`src/rtl/la_sd_card_cmd.sv`:
```
// SD card CMD-line front end: receives 48-bit host command frames, presents them to the core,
// and transmits the core's optional 48-bit response after NCR idle clocks.
module la_sd_card_cmd #(
   parameter     TARGET = "DEFAULT",
   parameter int NCR    = 2
) (
   input  logic        clk,
   input  logic        reset,
   input  logic        sd_cmd_in,
   output logic        sd_cmd_out,
   output logic        sd_cmd_oe,
   output logic        cmd_valid,
   output logic [5:0]  cmd_index,
   output logic [31:0] cmd_arg,
   input  logic        cmd_ready,
   input  logic        resp_valid,
   input  logic        resp_none,
   input  logic [5:0]  resp_index,
   input  logic [31:0] resp_data,
   output logic        resp_ready,
   output logic        crc_err,
   output logic        busy
);

   localparam logic [2:0] IDLE     = 3'd0;
   localparam logic [2:0] RX       = 3'd1;
   localparam logic [2:0] HOLD     = 3'd2;
   localparam logic [2:0] WAITRESP = 3'd3;
   localparam logic [2:0] GAP      = 3'd4;
   localparam logic [2:0] TX       = 3'd5;

   localparam logic [5:0] GAP_LAST = 6'(NCR - 1);

   function automatic logic [6:0] crc7_bit(input logic [6:0] crc, input logic din);
      logic fb;
      fb = crc[6] ^ din;
      return {crc[5:0], 1'b0} ^ (fb ? 7'h09 : 7'h00);
   endfunction

   function automatic logic [6:0] crc7_40(input logic [39:0] data);
      logic [6:0] crc;
      crc = 7'h00;
      for (int i = 39; i >= 0; i--) crc = crc7_bit(crc, data[i]);
      return crc;
   endfunction

   logic [2:0]  state_reg, state_next;
   logic [45:0] rx_reg;
   logic [46:0] rx_frame;
   logic [5:0]  bit_cnt_reg;
   logic [6:0]  crc_reg;
   logic [47:0] tx_reg;
   logic [47:0] resp_frame;
   logic [5:0]  gap_cnt_reg;
   logic        frame_ok;
   logic        cmd_valid_reg, crc_err_reg, oe_reg, out_reg, busy_reg;
   logic [5:0]  cmd_index_reg;
   logic [31:0] cmd_arg_reg;

   // rx_frame[k] is frame bit k once the end bit is on the line; the start bit is implicitly 0.
   assign rx_frame   = {rx_reg, sd_cmd_in};
   assign frame_ok   = rx_frame[46] & rx_frame[0] & (rx_frame[7:1] == crc_reg);
   assign resp_frame = {2'b00, resp_index, resp_data, crc7_40({2'b00, resp_index, resp_data}), 1'b1};

   always_comb begin
      state_next = state_reg;
      case (state_reg)
         IDLE:     if (!sd_cmd_in) state_next = RX;
         RX:       if (bit_cnt_reg == 6'd0) state_next = frame_ok ? HOLD : IDLE;
         HOLD:     if (cmd_ready) state_next = WAITRESP;
         WAITRESP: if (resp_valid) state_next = resp_none ? IDLE : GAP;
         GAP:      if (gap_cnt_reg == 6'd0) state_next = TX;
         TX:       if (bit_cnt_reg == 6'd0) state_next = IDLE;
         default:  state_next = IDLE;
      endcase
   end

   always_ff @(posedge clk or posedge reset) begin
      if (reset) begin
         state_reg     <= IDLE;
         rx_reg        <= '0;
         bit_cnt_reg   <= '0;
         crc_reg       <= '0;
         tx_reg        <= '0;
         gap_cnt_reg   <= '0;
         cmd_valid_reg <= 1'b0;
         cmd_index_reg <= '0;
         cmd_arg_reg   <= '0;
         crc_err_reg   <= 1'b0;
         oe_reg        <= 1'b0;
         out_reg       <= 1'b1;
         busy_reg      <= 1'b0;
      end else begin
         state_reg   <= state_next;
         busy_reg    <= (state_next != IDLE);
         crc_err_reg <= 1'b0;
         case (state_reg)
            IDLE: if (!sd_cmd_in) begin
               rx_reg      <= '0;
               bit_cnt_reg <= 6'd46;
               crc_reg     <= '0;
            end
            RX: begin
               rx_reg      <= rx_frame[45:0];
               bit_cnt_reg <= bit_cnt_reg - 6'd1;
               if (bit_cnt_reg >= 6'd8) crc_reg <= crc7_bit(crc_reg, sd_cmd_in);
               if (bit_cnt_reg == 6'd0) begin
                  if (frame_ok) begin
                     cmd_valid_reg <= 1'b1;
                     cmd_index_reg <= rx_frame[45:40];
                     cmd_arg_reg   <= rx_frame[39:8];
                  end else begin
                     crc_err_reg <= 1'b1;
                  end
               end
            end
            HOLD: if (cmd_ready) cmd_valid_reg <= 1'b0;
            WAITRESP: if (resp_valid && !resp_none) begin
               tx_reg      <= resp_frame;
               gap_cnt_reg <= GAP_LAST;
            end
            // The first response bit is loaded on the last GAP edge so the pad sees it with oe.
            GAP: if (gap_cnt_reg == 6'd0) begin
               oe_reg      <= 1'b1;
               out_reg     <= tx_reg[47];
               tx_reg      <= {tx_reg[46:0], 1'b0};
               bit_cnt_reg <= 6'd47;
            end else begin
               gap_cnt_reg <= gap_cnt_reg - 6'd1;
            end
            TX: if (bit_cnt_reg == 6'd0) begin
               oe_reg  <= 1'b0;
               out_reg <= 1'b1;
            end else begin
               out_reg     <= tx_reg[47];
               tx_reg      <= {tx_reg[46:0], 1'b0};
               bit_cnt_reg <= bit_cnt_reg - 6'd1;
            end
            default: ;
         endcase
      end
   end

   assign sd_cmd_out = out_reg;
   assign sd_cmd_oe  = oe_reg;
   assign cmd_valid  = cmd_valid_reg;
   assign cmd_index  = cmd_index_reg;
   assign cmd_arg    = cmd_arg_reg;
   assign crc_err    = crc_err_reg;
   assign busy       = busy_reg;
   assign resp_ready = (state_reg == WAITRESP);

endmodule

```
`config.mk`:
```
export PLATFORM = sky130hd
export DESIGN_NAME = la_sd_card_cmd
export DESIGN_NICKNAME = d
export VERILOG_FILES = /design/src/rtl/la_sd_card_cmd.sv
export SDC_FILE = /design/constraint.sdc
export NUM_CORES = 1
export LEC_CHECK = 0
export CAP_MARGIN = 20
export CORE_ASPECT_RATIO = 0.9
export CORE_MARGIN = 4
export CORE_UTILIZATION = 45
export DETAILED_ROUTE_END_ITERATION = 8
export PLACE_DENSITY = 0.68
export SYNTH_ARGS = -nofsm -noshare
export SYNTH_HDL_FRONTEND = slang
export SYNTH_SLANG_ARGS = --single-unit
export TNS_END_PERCENT = 50
```
`constraint.sdc`:
```
create_clock -name clk -period 6.9 [get_ports clk]
set_clock_uncertainty 0.1 [all_clocks]
set_input_delay 1.38 -clock clk [delete_from_list [all_inputs] [get_ports clk]]
set_output_delay 1.38 -clock clk [all_outputs]
set_load 0.02 [all_outputs]
```
==> results of run 1 <==
==> power by group through the flow <==
stage                     registers (W)  clock network, W  logic [W]
after global placement          0.00125                 0   0.000900
final                           0.00124          0.000932   0.000922
after floorplan                 0.00120                 0   0.000776
after detailed placement        0.00125                 0   0.000924
after CTS                       0.00124          0.000952   0.000932
after global routing            0.00127          0.000997   0.000999
==> area by class of cell <==
| cell class | count | area [sq um] | area share |
|---|---|---|---|
| clock buffer | 19 | 443 | 0.0494 |
| clock inverter | 13 | 141 | 0.0158 |
| inverter | 9 | 38.8 | 0.00432 |
| multi-input combinational | 419 | 3170 | 0.353 |
| sequential | 159 | 3980 | 0.444 |
| tap | 202 | 253 | 0.0282 |
| timing repair buffer | 95 | 943 | 0.105 |
==> per-stage QoR <==
stage          cells  area, sq um  hold WS, ns
2_1_floorplan    624         7320        0.338
3_3_place_gp     883         8370        0.352
3_5_place_dp     883         8370        0.355
4_1_cts          915         8950        0.371
5_1_grt          916         8970        0.405
6_report         916         8970        0.370
==> synthesized netlist by cell type, types with 3 or more instances <==
library cell               count  area [sq um]
sky130_fd_sc_hd__a21oi_1      14          70.1
sky130_fd_sc_hd__nor3_1        4          20.0
sky130_fd_sc_hd__xnor3_2       3          71.3
sky130_fd_sc_hd__inv_1         9          33.8
sky130_fd_sc_hd__xnor3_1       6           135
sky130_fd_sc_hd__buf_1         6          22.5
sky130_fd_sc_hd__xor2_1       20           175
sky130_fd_sc_hd__o21ai_0      14          70.1
sky130_fd_sc_hd__o22ai_1      39           244
sky130_fd_sc_hd__ha_1          3          37.5
sky130_fd_sc_hd__xnor3_4       5           131
sky130_fd_sc_hd__xnor2_2       4          65.1
sky130_fd_sc_hd__a22o_1       47           412
sky130_fd_sc_hd__nand3_1       9          45.0
sky130_fd_sc_hd__a22oi_1       4          30.0
sky130_fd_sc_hd__clkbuf_1     29           109
sky130_fd_sc_hd__and3_1        3          18.8
sky130_fd_sc_hd__mux2_2       38           428
sky130_fd_sc_hd__nand2_1      30           113
sky130_fd_sc_hd__o21ai_1       4          20.0
sky130_fd_sc_hd__nand2b_1      3          18.8
sky130_fd_sc_hd__xnor2_1      34           298
sky130_fd_sc_hd__nor2_1      102           383
sky130_fd_sc_hd__dfrtp_1     158          3950
==> cell usage in the layout, fill, tap and decap left out, types with 2 or more instances in the layout <==
master                            instances
sky130_fd_sc_hd__a31oi_1                  2
sky130_fd_sc_hd__mux2_2                  38
sky130_fd_sc_hd__o21ai_0                 13
sky130_fd_sc_hd__a21o_1                   2
sky130_fd_sc_hd__inv_8                    3
sky130_fd_sc_hd__nand3b_1                 2
sky130_fd_sc_hd__o21ai_1                  3
sky130_fd_sc_hd__nor2b_1                  2
sky130_fd_sc_hd__nand3_1                  8
sky130_fd_sc_hd__xor2_1                  20
sky130_fd_sc_hd__xnor2_1                 34
sky130_fd_sc_hd__xnor3_4                  5
sky130_fd_sc_hd__clkinv_4                 2
sky130_fd_sc_hd__xor3_1                   2
sky130_fd_sc_hd__a22o_1                  47
sky130_fd_sc_hd__xnor3_1                  6
sky130_fd_sc_hd__a21oi_1                 14
sky130_fd_sc_hd__o22ai_1                 39
sky130_fd_sc_hd__nand2b_1                 3
sky130_fd_sc_hd__xnor3_2                  3
sky130_fd_sc_hd__and3_1                   3
sky130_fd_sc_hd__clkdlybuf4s50_1         87
sky130_fd_sc_hd__nor3_1                   4
sky130_fd_sc_hd__xnor2_2                  4
sky130_fd_sc_hd__inv_1                    8
sky130_fd_sc_hd__a211oi_1                 2
sky130_fd_sc_hd__nor2_1                 102
sky130_fd_sc_hd__xor3_2                   2
sky130_fd_sc_hd__ha_1                     3
sky130_fd_sc_hd__clkbuf_16               17
sky130_fd_sc_hd__nand2_1                 30
sky130_fd_sc_hd__buf_4                    7
sky130_fd_sc_hd__a22oi_1                  4
sky130_fd_sc_hd__and3b_1                  2
sky130_fd_sc_hd__dfrtp_1                158
sky130_fd_sc_hd__inv_6                    7
==> metal layers <==
layer	vias to the layer above	track usage
met5	-	0
met4	0	0.0402
met3	10	0.0602
met2	114	0.271
met1	2500	0.241
li1	2338	-
==> logic make-up after synthesis <==
kind of cell,share of synthesized area
AND/OR/NAND/NOR,0.0944
XOR/XNOR,0.141
multiplexers,0.0598
AO/OA/AOI/OAI,0.130
buffers and inverters,0.0263
adder cells (fa/ha/maj),0.00513
flip-flops,0.544
==> path summary, 6_finish.rpt <==
kind | slack (ns) | end | startpoint | depth (start not counted)
worst min-delay path | 0.37 | tx_reg[46] | tx_reg[45] | 2
min in group asynchronous | 1.45 | cmd_arg[28] | reset | 2
max in group asynchronous | 4.01 | tx_reg[0] | reset | 3
worst max register to register | 3.78 | tx_reg[28] | bit_cnt_reg[3] | 9
worst max-delay path | 3.05 | tx_reg[7] | resp_index[4] | 8
worst min register to register | 0.37 | tx_reg[46] | tx_reg[45] | 2
==> worst min-delay path, stage by stage (launching register included) <==
cell	delay, ns
sky130_fd_sc_hd__dfrtp_1	0.34
sky130_fd_sc_hd__nand2_1	0.05
sky130_fd_sc_hd__nand2_1	0.05
==> impl_metrics.py, run 1 <==
metrics = {
    "outcome": {
        "run_status": "completed",
    },
    "clock_network": {
        "cts_sinks": 159,
        "clock_path_buffers": 2,
        "postCtsHoldBufs": 0,
        "cts_tree": "done",
        "h_tree_depth": 4,
        "clk_root_buffer_cell": "sky130_fd_sc_hd__clkbuf_16",
        "postCtsSetupBuffers": 0,
        "cts_repair_resize_count": 0,
        "cts.clk_slew.worst_paths_ns": 0.06,
        "cts_inserted_buffers": 17,
        "clk_latency_ns": 0.43,
    },
    "final_layout": {
        "postLayoutCoreUtil": 0.573,
        "layout.nets": 748,
        "largest_reg_flops": 48,
        "fill_cells": 1268,
        "antennaDiodeCount": 0,
        "layout-area-overhead-vs-synth_pct": 22.6,
        "drive_gt1_frac": 0.141,
    },
    "grt": {
        "grt_util_all_layers": 0.175,
        "grt_first_pass_wirelength_um": 25800,
        "globalRoute.totalOverflow": 0,
        "first_global_vias": 5120,
        "antenna_violations_before_repair": 0,
        "grt_max_degree": 108,
    },
    "setup_path": {
        "worstPathRequired_ns": 7.14,
        "worst_setup_path_end_kind": "register",
        "critPathMostFrequentCell": "sky130_fd_sc_hd__xnor3_2",
        "critical-path-slowest-cell": "sky130_fd_sc_hd__clkdlybuf4s50_1",
        "critical-path-top-delay-family": "XOR/XNOR gates",
        "cp_max_fo": 3,
        "path_buf_inv": 1,
        "critPathKind": "input pin to register",
        "cp.arrival_ns": 4.09,
        "critical_path.startpoint_type": "input pin",
        "cp_cell_sequence": "clkdlybuf4s50_1 -> xnor3_2 -> xor2_4 -> xnor3_2 -> xor3_1 -> xor2_1 -> xnor3_1 -> o21ai_1",
        "critical_path.max_stage_delay_ns": 0.51,
    },
    "placed_design": {
        "dp_slack_ns": 2.53,
        "hpwlAfterDp_um": 10100,
        "place.port_buffers": 87,
        "place.gp.congestion": 0.777,
    },
    "synthesis": {
        "ys.flop_type": "sky130_fd_sc_hd__dfrtp_1",
        "synth_nets": 671,
        "synth_seq_area_share": 0.544,
        "number_of_enable_flip_flop_cells_after_synthesis": 0,
        "synthCells": 624,
        "synth.yosys.warnings": 0,
        "post_synth_num_cell_types": 50,
        "post_synth_instance_area_sq_um": 7320,
        "synth_area_per_cell_sq_um": 11.7,
        "synth_async_sr_flop_share": 1.00,
        "seq_cells_post_synth": 159,
    },
    "timing": {
        "setup_viol": 0,
        "finalSetupTns_ns": 0,
        "slew_headroom": 0.384,
        "period_minus_slack_ns": 3.85,
        "final-hold-violation-count": 0,
        "postLayoutSetupSlackWorst_ns": 3.05,
        "worst_pin_slew_ns": 0.924,
        "layout_worst_path_cycle_share": 0.558,
        "rsz0062_at_grt": "no",
        "clock.fmax_mhz": 260,
        "report.final.slew_viol_count": 0,
    },
    "floorplan": {
        "die_width_um": 142,
        "dieHeight_um": 129,
        "design.core.area_sq_um": 15700,
        "core.rowCount": 43,
        "pin_count": 88,
        "die_area_sq_um": 18400,
        "initial_cell_density_of_the_core": 0.467,
    },
    "pwr": {
        "cellPowerDensity_nw_per_um2": 345,
        "share_seq_of_total_power": 0.401,
        "pwr-share-clk": 0.301,
        "switching_share": 0.310,
        "power_w": 0.00309,
        "p_int_w": 0.00213,
        "max-vdd-ir-drop_uv": 201,
        "power_frac_comb": 0.298,
        "power.switching_w": 0.000961,
        "static_leakage_nw": 4.28,
    },
    "drt": {
        "dr.pass1.iters": 5,
        "antenna_violating_nets_post_route": 0,
        "vias_per_cell": 5.42,
        "met1_length_um": 7180,
        "drt_wl_total_um": 15500,
        "vias": 4962,
        "post-route-drc-count": 0,
        "wl_met3_um": 902,
        "drt_iter0_markers": 350,
        "top_layer_used": "met4",
        "met2WireLength_um": 7310,
        "routedWlPerCell_um": 16.9,
    },
    "job": {
        "cap_viol_max_count": 0,
    },
    "worst_hold_path": {
        "hp-class": "register to register",
    },
}
Note: power is estimated with default switching activity, not from simulation.
==> run 2: changes to the inputs <==
- clock period: 6.9 -> 3.8 ns (I/O delays scaled with it)
==> run 2 against run 1 <==
Clock power is 88% higher; non-clock buffer count rose by 5; final cell count is 0.55% higher; via count is 0.18% higher; sequential share of layout area down 0.30 points; register-to-register slack lost 2.6 ns; design area increased by 0.67%; largest cell class unchanged; largest power group unchanged.
==> impl_metrics.py, run 2 (synthesis results as in run 1) <==
metrics = {
    "timing": {
        "rsz0062_at_grt": "no",
        "period_minus_slack_ns": 3.24,
        "finalSetupTns_ns": 0,
        "clock.fmax_mhz": 308,
        "layout_worst_path_cycle_share": 0.854,
        "final-hold-violation-count": 0,
        "setup_viol": 0,
        "worst_pin_slew_ns": 0.610,
        "report.final.slew_viol_count": 0,
        "slew_headroom": 0.593,
    },
    "grt": {
        "first_global_vias": 5232,
        "grt_util_all_layers": 0.180,
        "globalRoute.totalOverflow": 0,
        "grt_first_pass_wirelength_um": 26500,
        "grt_max_degree": 55,
        "antenna_violations_before_repair": 0,
    },
    "final_layout": {
        "fill_cells": 1231,
        "fin_cells": 921,
        "antennaDiodeCount": 0,
        "largest_reg_flops": 48,
        "drive_gt1_frac": 0.149,
        "layout-area-overhead-vs-synth_pct": 23.4,
        "layout.cells.most_common": "sky130_fd_sc_hd__dfrtp_1",
        "layout.nets": 753,
        "most_frequent_cells_in_the_layout": "158 x sky130_fd_sc_hd__dfrtp_1, 102 x sky130_fd_sc_hd__nor2_1, 87 x sky130_fd_sc_hd__clkdlybuf4s50_1, 47 x sky130_fd_sc_hd__a22o_1, 39 x sky130_fd_sc_hd__o22ai_1",
    },
    "floorplan": {
        "die_width_um": 142,
        "initial_cell_density_of_the_core": 0.467,
        "pin_count": 88,
        "core.rowCount": 43,
        "design.core.area_sq_um": 15700,
        "dieHeight_um": 129,
        "die_area_sq_um": 18400,
    },
    "setup_path": {
        "reg2reg_from": "bit_cnt_reg[3]",
        "cp_max_fo": 3,
        "critical_path.max_stage_delay_ns": 0.52,
        "critical-path-slowest-cell": "sky130_fd_sc_hd__clkdlybuf4s50_1",
        "setup.worst_path.end": "tx_reg[7]",
        "critPathKind": "input pin to register",
        "worst_setup_path_end_kind": "register",
        "path_buf_inv": 1,
        "cp.arrival_ns": 3.49,
        "worst_setup_path_startpoint": "resp_index[4]",
        "critPathMostFrequentCell": "sky130_fd_sc_hd__xnor3_2",
        "crit-reg2reg-capture": "tx_reg[38]",
        "reg2reg_path_depth": 8,
        "cp_cell_sequence": "clkdlybuf4s50_1 -> xnor3_2 -> xor2_4 -> xnor3_2 -> xor3_1 -> xor2_1 -> xnor3_1 -> o21ai_1",
        "worstPathRequired_ns": 4.04,
        "ff2ff_setup_slack_ns": 1.21,
        "crit_path_depth": 8,
        "critical-path-top-delay-family": "XOR/XNOR gates",
        "critical_path.startpoint_type": "input pin",
    },
    "drt": {
        "vias": 4971,
        "vias_per_cell": 5.40,
        "antenna_violating_nets_post_route": 0,
        "drt_wl_total_um": 15600,
        "drt_iter0_markers": 310,
        "routedWlPerCell_um": 17.0,
        "dr.pass1.iters": 4,
        "post-route-drc-count": 0,
    },
    "pwr": {
        "cellPowerDensity_nw_per_um2": 628,
        "max-vdd-ir-drop_uv": 329,
        "static_leakage_nw": 4.30,
    },
    "clock_network": {
        "h_tree_depth": 4,
        "postCtsSetupBuffers": 0,
        "clk_latency_ns": 0.43,
        "cts_tree": "done",
        "cts_inserted_buffers": 17,
        "postCtsHoldBufs": 0,
        "cts_repair_resize_count": 0,
        "cts_sinks": 159,
        "clock_path_buffers": 2,
        "cts.clk_slew.worst_paths_ns": 0.07,
        "clk_root_buffer_cell": "sky130_fd_sc_hd__clkbuf_16",
    },
    "outcome": {
        "run_status": "completed",
    },
    "worst_hold_path": {
        "hp-class": "register to register",
    },
    "placed_design": {
        "place.port_buffers": 87,
        "hpwlAfterDp_um": 10400,
        "dp_cells": 889,
        "place.gp.congestion": 0.839,
    },
    "job": {
        "cap_viol_max_count": 0,
    },
}
[run 2: worst min-delay path by stage]
stage | start | to | slack (ns) | depth (start not counted)
2_1_floorplan | tx_reg[46] | tx_reg[47] | 0.34 | 2
3_3_place_gp | tx_reg[46] | tx_reg[47] | 0.36 | 2
3_5_place_dp | tx_reg[46] | tx_reg[47] | 0.36 | 2
4_1_cts | tx_reg[46] | tx_reg[47] | 0.38 | 2
5_1_grt | tx_reg[46] | tx_reg[47] | 0.41 | 2
6_report | tx_reg[46] | tx_reg[47] | 0.38 | 2
[run 2: report_power, final]
group | switching (W) | internal (W)
Clock | 0.000797 | 0.000952
Sequential | 0.000248 | 0.00197
Combinational | 0.000741 | 0.000963
Total | 0.00179 | 0.00389
[run 2: routing by layer]
metal  global-route usage  up-vias  part of all wire
met4               0.0520        0             0.015
met1                0.250     2475              0.47
li1                     -     2368                 -
met3               0.0517       19             0.048
met5                    0        -                 0
met2                0.278      109              0.47
[run 2: final cells by class]
type	instances	area, sq um	share of cell area
inverters	9	37.5	0.00416
flip-flops and latches	159	3980	0.441
clock inverters	15	195	0.0216
well taps	202	253	0.0280
multi-input cells	419	3170	0.351
clock buffers	17	425	0.0471
repair buffers	100	968	0.107
[run 2: worst min-delay path, cell delays in order (launching register included)]
cell and delay [ns]:
sky130_fd_sc_hd__dfrtp_1 0.35, sky130_fd_sc_hd__nand2_1 0.05, sky130_fd_sc_hd__nand2_1 0.05
[run 2: through the flow]
step	cell area [sq um]	power (W)	util	hold slack, ns	worst slack, ns
floorplan	7320	0.00359	-	0.338	0.825
global placement	8410	0.00389	0.537	0.356	0.220
detailed placement	8410	0.00395	0.537	0.361	0.135
CTS	9030	0.00572	0.577	0.377	0.565
global route	9030	0.00600	0.577	0.409	0.501
finish	9030	0.00567	0.577	0.378	0.556
